`src/rtl/mux_arb_n_pkg.sv`:
```
// mux_arb_pkg: shared constants and helpers for the mux_arb_n channel selector.
//   MODE_FIXED / MODE_RR : values of the mode input
//   inc_mod()            : modulo-N increment used for round-robin index arithmetic
package mux_arb_pkg;

    localparam logic MODE_FIXED = 1'b0;
    localparam logic MODE_RR    = 1'b1;

    // (idx + 1) mod n, for idx in [0, n-1].
    function automatic int unsigned inc_mod(input int unsigned idx, input int unsigned n);
        int unsigned nxt;
        nxt = idx + 1;
        if (nxt >= n) begin
            nxt = 0;
        end
        return nxt;
    endfunction

endpackage

```
`src/rtl/mux_arb_n_if.sv`:
```
// mux_arb_n_if: bundles the selection controls, the N-channel input handshake and the
// registered output handshake of mux_arb_n.
//   mode, select        : selection mode and fixed-mode channel index
//   in_data/in_valid    : packed channel data (channel k at [k*W +: W]) and per-channel valid
//   in_ready            : per-channel ready back to the sources
//   out_data/out_src    : registered selected word and the channel that produced it
//   out_valid/out_ready : output register handshake
// Modports: master drives sources/consumer side (testbench or surrounding logic),
// slave is the selector itself.
interface mux_arb_n_if #(
    parameter int unsigned W = 8,
    parameter int unsigned N = 8
);
    localparam int unsigned S = $clog2(N);

    logic           mode;
    logic [S-1:0]   select;
    logic [N*W-1:0] in_data;
    logic [N-1:0]   in_valid;
    logic [N-1:0]   in_ready;
    logic [W-1:0]   out_data;
    logic [S-1:0]   out_src;
    logic           out_valid;
    logic           out_ready;

    modport master (
        output mode, select, in_data, in_valid, out_ready,
        input  in_ready, out_data, out_src, out_valid
    );

    modport slave (
        input  mode, select, in_data, in_valid, out_ready,
        output in_ready, out_data, out_src, out_valid
    );

endinterface

```
`src/rtl/mux_arb_n_rr_pick.sv`:
```
// rr_pick: combinational rotating-priority picker.
//   req     : request vector, one bit per channel
//   ptr     : highest-priority index; scan order is ptr, ptr+1, ... modulo N
//   gnt_idx : index of the first requesting channel in scan order (0 when none)
//   gnt_any : at least one request present
module rr_pick #(
    parameter int unsigned N = 8,
    localparam int unsigned S = $clog2(N)
) (
    input  logic [N-1:0] req,
    input  logic [S-1:0] ptr,
    output logic [S-1:0] gnt_idx,
    output logic         gnt_any
);

    always_comb begin
        int unsigned idx;
        gnt_idx = '0;
        gnt_any = 1'b0;
        idx     = 0;
        for (int unsigned i = 0; i < N; i++) begin
            // ptr is always < N, so a single subtraction folds the wrap.
            idx = 32'(ptr) + i;
            if (idx >= N) begin
                idx = idx - N;
            end
            if (!gnt_any && req[idx]) begin
                gnt_any = 1'b1;
                gnt_idx = S'(idx);
            end
        end
    end

endmodule

```
`src/rtl/mux_arb_n.sv`:
```
// mux_arb_n: N-input, W-bit registered channel selector with valid/ready handshake.
//   clk   : rising-edge clock
//   reset : synchronous active-high reset
//   bus   : mux_arb_n_if.slave -- mode/select controls, N input channels with
//           valid/ready, and a one-entry output register with valid/ready.
// mode=0 grants the select channel; mode=1 grants the first valid channel scanning from
// rr_ptr. A one-entry output register accepts a new word whenever it is empty or being
// drained in the same cycle, giving 1 word/cycle throughput.
module mux_arb_n
    import mux_arb_pkg::*;
#(
    parameter int unsigned W = 8,
    parameter int unsigned N = 8,
    localparam int unsigned S = $clog2(N)
) (
    input logic        clk,
    input logic        reset,
    mux_arb_n_if.slave bus
);

    logic [W-1:0] out_data_q,  out_data_d;
    logic [S-1:0] out_src_q,   out_src_d;
    logic         out_valid_q, out_valid_d;
    logic [S-1:0] rr_ptr_q,    rr_ptr_d;

    logic         accept;
    logic [S-1:0] rr_idx;
    logic         rr_any;
    logic [S-1:0] grant_idx;
    logic         grant_any;
    logic [N-1:0] in_ready_c;
    logic         transfer;
    logic [W-1:0] grant_data;

    rr_pick #(
        .N(N)
    ) u_rr_pick (
        .req     (bus.in_valid),
        .ptr     (rr_ptr_q),
        .gnt_idx (rr_idx),
        .gnt_any (rr_any)
    );

    assign accept = !out_valid_q || bus.out_ready;

    // Grant selection and ready fan-out. Fixed mode asserts ready on the selected
    // channel regardless of its valid; an out-of-range select grants nothing.
    always_comb begin
        grant_idx  = '0;
        grant_any  = 1'b0;
        in_ready_c = '0;
        if (bus.mode == MODE_RR) begin
            grant_idx = rr_idx;
            grant_any = rr_any;
        end else begin
            grant_idx = bus.select;
            grant_any = (32'(bus.select) < N);
        end
        if (grant_any) begin
            in_ready_c[grant_idx] = accept;
        end
    end

    assign transfer   = grant_any && accept && bus.in_valid[grant_idx];
    assign grant_data = bus.in_data[32'(grant_idx) * W +: W];

    always_comb begin
        out_data_d  = out_data_q;
        out_src_d   = out_src_q;
        out_valid_d = out_valid_q;
        rr_ptr_d    = rr_ptr_q;
        if (transfer) begin
            out_data_d  = grant_data;
            out_src_d   = grant_idx;
            out_valid_d = 1'b1;
            if (bus.mode == MODE_RR) begin
                rr_ptr_d = S'(inc_mod(32'(grant_idx), N));
            end
        end else if (bus.out_ready) begin
            out_valid_d = 1'b0;
        end
    end

    always_ff @(posedge clk) begin
        if (reset) begin
            out_data_q  <= '0;
            out_src_q   <= '0;
            out_valid_q <= 1'b0;
            rr_ptr_q    <= '0;
        end else begin
            out_data_q  <= out_data_d;
            out_src_q   <= out_src_d;
            out_valid_q <= out_valid_d;
            rr_ptr_q    <= rr_ptr_d;
        end
    end

    assign bus.in_ready  = in_ready_c;
    assign bus.out_data  = out_data_q;
    assign bus.out_src   = out_src_q;
    assign bus.out_valid = out_valid_q;

endmodule

```
`src/flat_wrapper.sv`:
```
// flat-port wrapper written by rule: the top's interface ports become plain ports
module mux_arb_n_flat import mux_arb_pkg::*;
#(
    parameter int unsigned W = 8,
    parameter int unsigned N = 8,
    localparam int unsigned S = $clog2(N)
)
  (clk, reset, bus_mode, bus_select, bus_in_data, bus_in_valid, bus_out_ready, bus_in_ready, bus_out_data, bus_out_src, bus_out_valid);
  mux_arb_n_if #(.W(W), .N(N)) bus_i ();
  input logic clk;
  input logic reset;
  input wire logic [$bits(bus_i.mode)-1:0] bus_mode;
  input wire logic [$bits(bus_i.select)-1:0] bus_select;
  input wire logic [$bits(bus_i.in_data)-1:0] bus_in_data;
  input wire logic [$bits(bus_i.in_valid)-1:0] bus_in_valid;
  input wire logic [$bits(bus_i.out_ready)-1:0] bus_out_ready;
  output wire logic [$bits(bus_i.in_ready)-1:0] bus_in_ready;
  output wire logic [$bits(bus_i.out_data)-1:0] bus_out_data;
  output wire logic [$bits(bus_i.out_src)-1:0] bus_out_src;
  output wire logic [$bits(bus_i.out_valid)-1:0] bus_out_valid;
  assign bus_i.mode = bus_mode;
  assign bus_i.select = bus_select;
  assign bus_i.in_data = bus_in_data;
  assign bus_i.in_valid = bus_in_valid;
  assign bus_i.out_ready = bus_out_ready;
  assign bus_in_ready = bus_i.in_ready;
  assign bus_out_data = bus_i.out_data;
  assign bus_out_src = bus_i.out_src;
  assign bus_out_valid = bus_i.out_valid;
  mux_arb_n #(.W(W), .N(N)) u_core (.clk(clk), .reset(reset), .bus(bus_i));
endmodule
```
`config.mk`:
```
export PLATFORM = sky130hd
export DESIGN_NAME = mux_arb_n_flat
export DESIGN_NICKNAME = d
export VERILOG_FILES = /design/src/rtl/mux_arb_n_pkg.sv /design/src/rtl/mux_arb_n_if.sv /design/src/rtl/mux_arb_n_rr_pick.sv /design/src/rtl/mux_arb_n.sv /design/src/flat_wrapper.sv
export SDC_FILE = /design/constraint.sdc
export NUM_CORES = 1
export LEC_CHECK = 0
export BUFFER_PORTS_ARGS = -buffer_cell sky130_fd_sc_hd__buf_2
export CAP_MARGIN = 20
export CORE_MARGIN = 1.5
export CORE_UTILIZATION = 35
export DETAILED_ROUTE_END_ITERATION = 12
export PLACE_DENSITY_LB_ADDON = 0.08
export SLEW_MARGIN = 20
export SYNTH_ARGS = -nofsm -noshare
export SYNTH_HDL_FRONTEND = slang
export SYNTH_SLANG_ARGS = --single-unit
```
`constraint.sdc`:
```
create_clock -name clk -period 6.2 [get_ports clk]
set_input_delay 0.62 -clock clk [delete_from_list [all_inputs] [get_ports clk]]
set_output_delay 0.62 -clock clk [all_outputs]
set_load 0.05 [all_outputs]
```
==> results of run 1 <==
critical path, delay by kind of cell (launching register included):
kind / cells / cell delay [ns]
AO/OA/AOI/OAI: 4 / 1.34
adder cells (fa/ha/maj): 1 / 0.64
buffers and inverters: 3 / 0.84
flip-flops: 1 / 0.64
multiplexers: 2 / 0.90
AND/OR/NAND/NOR: 2 / 0.40
report_power, final:
part | switching (uW) | internal (uW)
clock network | 38.8 | 45.6
logic | 796 | 523
registers | 37.3 | 135
layout make-up:
class	count	area, um^2	share of cell area
tap	77	96.3	0.0330
multi-input combinational	231	1930	0.659
sequential	15	300	0.103
clock buffer	4	45.0	0.0154
inverter	11	41.3	0.0141
timing repair buffer	101	513	0.176
cells in the mapped netlist (2+ instances only):
master | instances | area [um^2]
dfxtp_1 | 15 | 300
nand2_1 | 26 | 97.6
a21oi_1 | 8 | 40.0
a211oi_1 | 8 | 60.1
o211ai_1 | 5 | 37.5
nor2_1 | 13 | 48.8
and2_1 | 4 | 25.0
o2111ai_1 | 6 | 52.6
and4_1 | 2 | 17.5
and3_1 | 2 | 12.5
a221oi_1 | 4 | 35.0
mux2i_1 | 51 | 510
nor2b_1 | 5 | 31.3
a31o_1 | 2 | 17.5
nand3_1 | 15 | 75.1
buf_6 | 3 | 33.8
a21o_1 | 4 | 30.0
ha_1 | 3 | 37.5
o21ai_0 | 11 | 55.1
inv_2 | 3 | 11.3
buf_2 | 7 | 35.0
a22oi_1 | 2 | 15.0
mux4_2 | 11 | 248
nor3_1 | 5 | 25.0
mux2_1 | 3 | 33.8
inv_1 | 7 | 26.3
xor2_1 | 2 | 17.5
o22ai_1 | 2 | 12.5
nand2b_1 | 3 | 18.8
mux2_2 | 8 | 90.1
clkbuf_1 | 9 | 33.8
flip-flops by register name, summed over array words and instances (netlist names):
name	flops
u_core.bus.out_valid	1
u_core.rr_ptr_q	3
u_core.bus.out_data	8
u_core.bus.out_src	3
routing by layer:
metal | vias up | GRT usage | wire length [um]
met4 | 0 | 0.0264 | 23
met2 | 94 | 0.315 | 3340
met5 | - | 0 | 0
li1 | 1234 | - | -
met3 | 2 | 0.0340 | 469
met1 | 1142 | 0.267 | 3150
worst max path at each step:
| stage | start | endpoint | cells past startpoint | slack [ns] |
|---|---|---|---|---|
| 2_1_floorplan | u_core.rr_ptr_q[0] | bus_in_ready[2] | 14 | 1.01 |
| 3_3_place_gp | u_core.rr_ptr_q[1] | bus_in_ready[4] | 12 | 0.97 |
| 3_5_place_dp | u_core.rr_ptr_q[1] | bus_in_ready[4] | 12 | 0.83 |
| 4_1_cts | u_core.rr_ptr_q[1] | bus_in_ready[4] | 12 | 0.54 |
| 5_1_grt | u_core.rr_ptr_q[1] | bus_in_ready[4] | 12 | 0.16 |
| 6_report | u_core.rr_ptr_q[1] | bus_in_ready[4] | 12 | 0.55 |
per-stage QoR:
step | cells | hold WS [ns] | instance area (um^2)
2_1_floorplan | 277 | 0.677 | 2380
3_5_place_dp | 435 | 0.449 | 2880
4_1_cts | 439 | 0.460 | 2920
6_report | 439 | 0.456 | 2920
3_3_place_gp | 435 | 0.445 | 2880
5_1_grt | 439 | 0.486 | 2920
cell families (layout without fill, tap and decap cells):
logic type      Yosys count  after routing
compound gates           66             66
flops                    15             15
xor+xnor                  2              2
buf+inv                  31            116
simple gates             84             84
fa+ha+maj                 3              3
mux                      76             76
==> impl_results.md, run 1 <==
* Status: finished with violations
* Failing checks: DRC
* Slew headroom at 0.501
* Clock Latency Late Sink at 0.25 ns
* RSZ-0062 raised after global routing: no
* Cts bufs inserted at 3
* CTS resizes at 0
* Max Clock Skew at 0.00316 ns
* Flop2flop setup slack at 0.99 ns
* Largest net degree at the start of global routing at 29
* Peak supply drop at 0.299 mV
* Critical path type: reg -> out
* CP arrival at 5.03 ns
* Reg2reg start: u_core.rr_ptr_q[1]
* Slew Limit Fails at 0
* Worst Setup End Kind: output pin
* Most frequent CP cell: inv_2
* CTS tree: yes
* Root buffer cell: clkbuf_8
* Num rows at 29
* XOR/XNOR Fraction of Synth Area at 0.00737
* Commonest non-fill, non-tap cell in the layout: buf_2
* Clk buf depth at 2
* Vias in the first global route at 2316
* Hpwl dp at 5400 um
* Gr usage total at 0.191
* Slowest stage delay, CP at 0.64 ns
* Post-place setup slack at 0.829 ns
* Mapped cell area at 2380 um^2
* Routability Congestion at 0.891
* Initial drt markers at 136
* Via count at 2472
* Via density per instance at 5.63
* Port Buf Inserts at 98
* Most frequent cells in the layout: buf_2, mux2i_1, nand2_1
* CP max FO at 19
* Pwr dens at 539 nW/um^2
* Main synth FF type: dfxtp_1
* Syn_nets at 359
* Pwr Total at 1580 uW
* First-pass DRT Iterations at 9
* Worst hold path class: reg -> reg
* Post-synthesis mux area share at 0.398
* Unique masters post-synth at 59
* Antenna violations before repair at 0
* Tcrit/Tclk final at 0.911
* Remaining global-route overflow at 0
* Worst-Margin Slew at 0.747 ns
* Antenna viol nets, final at 0
* Post-layout util at 0.452
* Worst Min Path Start: u_core.bus.out_data[7]
* Register area share after synthesis at 0.126
* Async SR Flop Fraction at 0
* Core area at 6460 um^2
* Yosys Warn Count at 0
* Setup TNS at 0 ns
* Hold Crit Depth at 2
* Path depth of the worst reg2reg path at 13
* Hold Path End: u_core.bus.out_data[7]
* Hold Vio Cnt, Final at 0
* Adder-cell share of the synthesized area at 0.0158
* DIE AREA at 7290 um^2
* Final #Nets at 445
* Largest family of logic cells by synthesized area: multiplexers
* Post-synth EDFFs at 0
* # DRC at 4
* Clock sink count at 15
* N_diodes at 0
* Ports at 99
* Post-Synth Simple-Gate Area at 0.179
* Layout area overhead at 23.0%
* Critical R2R Capture: u_core.bus.out_src[0]
* Mean Syn Cell Area at 8.58 um^2
* Worst setup SP type: flop
* H-tree levels at 1
* Post-Synthesis Cells at 277
* F_max at 177 MHz
* CP cell instances: inv_2 > ha_1 > mux2_2 > mux4_2 > o32ai_4 > nand2_2 > a211o_1 > o211ai_1 > a31o_1 > inv_2 > nor3_1 > buf_2
* Die width at 85.4 um
* Hold Buf Count CTS at 0
* Clk pin slew, worst setup/hold paths at 0.07 ns
* Worst setup margin at 0.551 ns
* Complex-gate fraction of the synthesized area at 0.210
* Max Cap Viol at 0
* Routed WL per cell at 15.9 um
* Min Tclk post-route at 5.65 ns
* WP data required at 5.58 ns
* Setup violations, final at 0
* First-pass GRT wire length at 11500 um
* Slowest stage cell on the critical path: dfxtp_1
* Filler instances at 654
* Leakage at 0.00130 uW
* Die Y-Extent at 85.4 um
* Seq cells post-synth at 15
* Setup Buffers After CTS at 0
* Initial Util at 0.368
* Share of layout cells above drive strength 1 at 0.381
* Routed wire length at 6980 um
Note: power is estimated with default switching activity, not from simulation.
==> inputs of run 2 (changes only) <==
PLACE_DENSITY = 0.69   (was unset)
PLACE_DENSITY_LB_ADDON = unset   (was 0.08)
clock period = 5.2 ns   (was 6.2 ns; I/O delays follow)
==> impl_results.md, run 2 (synthesis gave the netlist of run 1 again) <==
* Root buffer cell: clkbuf_8
* Max Cap Viol at 0
* Initial drt markers at 185
* Gr usage total at 0.193
* CTS resizes at 0
* Cts bufs inserted at 3
* Num rows at 29
* Setup Buffers After CTS at 0
* Leakage at 0.00133 uW
* Worst Setup End Kind: output pin
* Die Y-Extent at 85.4 um
* First-pass DRT Iterations at 9
* Largest register FFs at 8
* Via density per instance at 5.76
* Antenna violations before repair at 0
* Hold Vio Cnt, Final at 0
* Routed wire length at 7230 um
* Vias in the first global route at 2372
* Antenna viol nets, final at 0
* Ports at 99
* Die width at 85.4 um
* H-tree levels at 1
* Status: finished with violations
* Commonest non-fill, non-tap cell in the layout: buf_2
* Post-place setup slack at 0.759 ns
* Worst-Margin Slew at 0.781 ns
* Routed WL per cell at 16.3 um
* Initial Util at 0.368
* Core area at 6460 um^2
* Routability Congestion at 0.913
* First-pass GRT wire length at 11500 um
* Multi-input logic area at 1930 um^2
* Remaining global-route overflow at 0
* Placed insts at 440
* Layout Cells excl Fill at 444
* Slew headroom at 0.479
* DIE AREA at 7290 um^2
* Register area at 300 um^2
* F_max at 210 MHz
* N_diodes at 0
* CP arrival at 4.24 ns
* Largest net degree at the start of global routing at 29
* Clock sink count at 15
* Hold Buf Count CTS at 0
* Hpwl dp at 5660 um
* Clk pin slew, worst setup/hold paths at 0.07 ns
* Via count at 2557
* Layout area overhead at 24.5%
* Worst hold path class: reg -> reg
* Setup violations, final at 0
* Clock Latency Late Sink at 0.25 ns
* Tcrit/Tclk final at 0.915
* Share of layout cells above drive strength 1 at 0.390
* Final #Nets at 450
* CTS tree: yes
* Flop2flop setup slack at 0.76 ns
* Worst setup margin at 0.440 ns
* Setup TNS at 0 ns
* WP data required at 4.68 ns
* Slew Limit Fails at 0
* Filler instances at 631
* Pwr dens at 650 nW/um^2
* Peak supply drop at 0.443 mV
* CP max FO at 28
* Critical path type: reg -> out
* Min Tclk post-route at 4.76 ns
* Port Buf Inserts at 98
* Worst setup SP type: flop
* Clk buf depth at 2
* Most frequent cells in the layout: buf_2, mux2i_1, nand2_1
* Max Clock Skew at 0.00794 ns
* Failing checks: DRC
* RSZ-0062 raised after global routing: no
* # DRC at 2
-- run 2: cell count changes in the layout (fill, tap and decap cells not counted) --
cell / delta
buf_4: +5
-- run 2: cell type report --
type	count	area share
multi-input combinational	231	0.651
timing repair buffer	106	0.186
sequential	15	0.101
tap	77	0.0326
clock buffer	4	0.0152
inverter	11	0.0140
-- run 2: path summary, 6_finish.rpt --
check | cells after the start | from | to
setup reg to reg | 14 | u_core.rr_ptr_q[1] | u_core.bus.out_data[4]
hold / removal | 2 | u_core.bus.out_data[0] | u_core.bus.out_data[0]
hold reg to reg | 2 | u_core.bus.out_data[0] | u_core.bus.out_data[0]
setup / recovery | 14 | u_core.rr_ptr_q[1] | bus_in_ready[7]
-- run 2: report_power, final --
part,internal [uW],switching [uW]
logic,650,978
clock network,54.3,46.3
registers,161,35.0
-- run 2: metal layers --
metal / wire length (um) / GRT usage / vias to the layer above
met5: 0 / 0 / -
met4: 88 / 0.0381 / 0
met3: 436 / 0.0292 / 13
met2: 3550 / 0.330 / 103
met1: 3150 / 0.259 / 1196
li1: - / - / 1245
-- run 2: worst max-delay path, stage by stage (launching register included) --
cell and delay, ns:
dfxtp_1 0.35, inv_2 0.10, ha_1 0.59, mux2_2 0.40, mux4_2 0.48, o32ai_4 0.37
nand3_1 0.15, a41oi_1 0.39, o21ai_4 0.15, inv_2 0.09, buf_4 0.26, and2_1 0.20
nand2_1 0.07, nor2_1 0.10, buf_2 0.27
-- run 2: through the flow --
stage | util | hold slack, ns | power, uW | area (um^2)
after global routing | 0.458 | 0.474 | 2060 | 2960
final | 0.458 | 0.466 | 1920 | 2960
after detailed placement | 0.451 | 0.456 | 1800 | 2910
after CTS | 0.458 | 0.466 | 1910 | 2960
after floorplan | - | 0.677 | 1510 | 2380
after global placement | 0.451 | 0.444 | 1790 | 2910
==> inputs of run 3 (changes only) <==
CORE_MARGIN = 8   (was 1.5)
==> impl_results.md, run 3 (synthesis gave the netlist of run 1 again) <==
* Clk pwr share at 0.050
* Remaining global-route overflow at 0
* Comb pwr share at 0.847
* Slowest stage cell on the critical path: ha_1
* Tcrit/Tclk final at 0.948
* Worst hold path class: reg -> reg
* CTS tree: yes
* Initial Util at 0.356
* Die width at 98.4 um
* Leakage at 0.00132 uW
* Pwr Total at 1910 uW
* Worst-Margin Slew at 0.766 ns
* Port Buf Inserts at 98
* Num rows at 30
* Slew headroom at 0.488
* Worst Setup End Kind: output pin
* Clock sink count at 15
* Routability Congestion at 0.957
* RSZ-0062 raised after global routing: no
* Post-layout util at 0.441
* N_diodes at 0
* Post-Layout Inst Area at 2950 um^2
* Path depth of the worst reg2reg path at 13
* Gr usage total at 0.153
* CP max FO at 19
* First-pass GRT wire length at 12500 um
* Die Y-Extent at 98.4 um
* Ports at 99
* Core area at 6680 um^2
* H-tree levels at 1
* CP arrival at 4.41 ns
* Max Clock Skew at 0.00860 ns
* WP data required at 4.68 ns
* Largest register FFs at 8
* Crit. path cell count at 12
* Routed wire length at 7780 um
* Largest net degree at the start of global routing at 30
* CP cell instances: inv_2 > ha_1 > mux2_1 > mux4_2 > o32ai_4 > nand4_2 > or3_1 > a31o_2 > inv_2 > nand2_1 > nor2_1 > buf_2
* Max Cap Viol at 0
* Filler instances at 695
* Layout area overhead at 24.0%
* CP bufs+invs at 3
* Via density per instance at 5.75
* Worst setup SP type: flop
* Critical path's top delay family: multiplexers
* Post-place setup slack at 0.426 ns
* Final #Nets at 446
* Share of layout cells above drive strength 1 at 0.386
* Hold Vio Cnt, Final at 0
* Status: finished, final reports clean
* # DRC at 0
* Clk pin slew, worst setup/hold paths at 0.07 ns
* Root buffer cell: clkbuf_8
* Critical path type: reg -> out
* Most frequent CP cell: inv_2
* Register area at 300 um^2
* Antenna viol nets, final at 0
* Most frequent cells in the layout: buf_2, mux2i_1, nand2_1
* Clock Latency Late Sink at 0.25 ns
* Setup violations, final at 0
* Part of the power in registers at 0.103
* Commonest non-fill, non-tap cell in the layout: buf_2
* Slowest stage delay, CP at 0.59 ns
* Pwr dens at 649 nW/um^2
* DIE AREA at 9680 um^2
* Flop2flop setup slack at 0.49 ns
* Slew Limit Fails at 0
* Initial drt markers at 181
* Peak supply drop at 0.454 mV
* First-pass DRT Iterations at 5
* Multi-input logic area at 1920 um^2
* Area post-placement at 2900 um^2
* Worst setup margin at 0.268 ns
* F_max at 203 MHz
* Switching power at 1060 uW
* Hpwl dp at 6170 um
* Min Tclk post-route at 4.93 ns
* Clk buf depth at 2
* Vias in the first global route at 2503
* Via count at 2547
* Routed WL per cell at 17.6 um
* Antenna violations before repair at 0
* P_int at 851 uW
* Hold Crit Depth at 2
* Setup TNS at 0 ns
* Switching Share at 0.555
* Cts bufs inserted at 3
-- run 3: path summary, 6_finish.rpt --
check | startpoint | end
setup / recovery | u_core.rr_ptr_q[1] | bus_in_ready[7]
hold / removal | u_core.bus.out_data[2] | u_core.bus.out_data[2]
setup reg to reg | u_core.rr_ptr_q[1] | u_core.bus.out_src[0]
hold reg to reg | u_core.bus.out_data[2] | u_core.bus.out_data[2]
-- run 3: repair_timing --
item,in CTS,in global routing
endpoints found under the setup margin,0,4
setup buffers,0,0
gates resized for setup,0,1
hold buffers,0,0
-- run 3: area by class of cell --
class | count | share of cell area
inverter | 11 | 0.0140
clock buffer | 3 | 0.0140
clock inverter | 1 | 0.00170
sequential | 15 | 0.102
timing repair buffer | 102 | 0.181
multi-input combinational | 231 | 0.653
tap | 80 | 0.0340
-- run 3: routing by layer --
layer | vias to the layer above | global-route usage | wire [um]
met1 | 1228 | 0.193 | 3380
met2 | 77 | 0.260 | 3990
met5 | - | 0 | 0
met4 | 0 | 0.0401 | 78
li1 | 1235 | - | -
met3 | 7 | 0.0249 | 332
-- run 3: metrics by stage --
step	hold WS (ns)	cells
floorplan	0.677	277
global placement	0.447	439
detailed placement	0.456	439
CTS	0.466	443
global route	0.491	443
finish	0.459	443
-- run 3: tightest hold or removal path, delay by kind of cell, from the launching register on --
| kind | cells | cell delay, ns |
|---|---|---|
| flops | 1 | 0.31 |
| simple gates | 1 | 0.05 |
| mux | 1 | 0.05 |
-- run 3: power groups by stage --
stage                     sequential, uW  combinational (uW)  clock [uW]
after floorplan                      299                1210           0
after global placement               198                1590           0
after detailed placement             198                1600           0
after CTS                            195                1610        98.4
after global routing                 202                1740         102
final                                197                1620        95.3
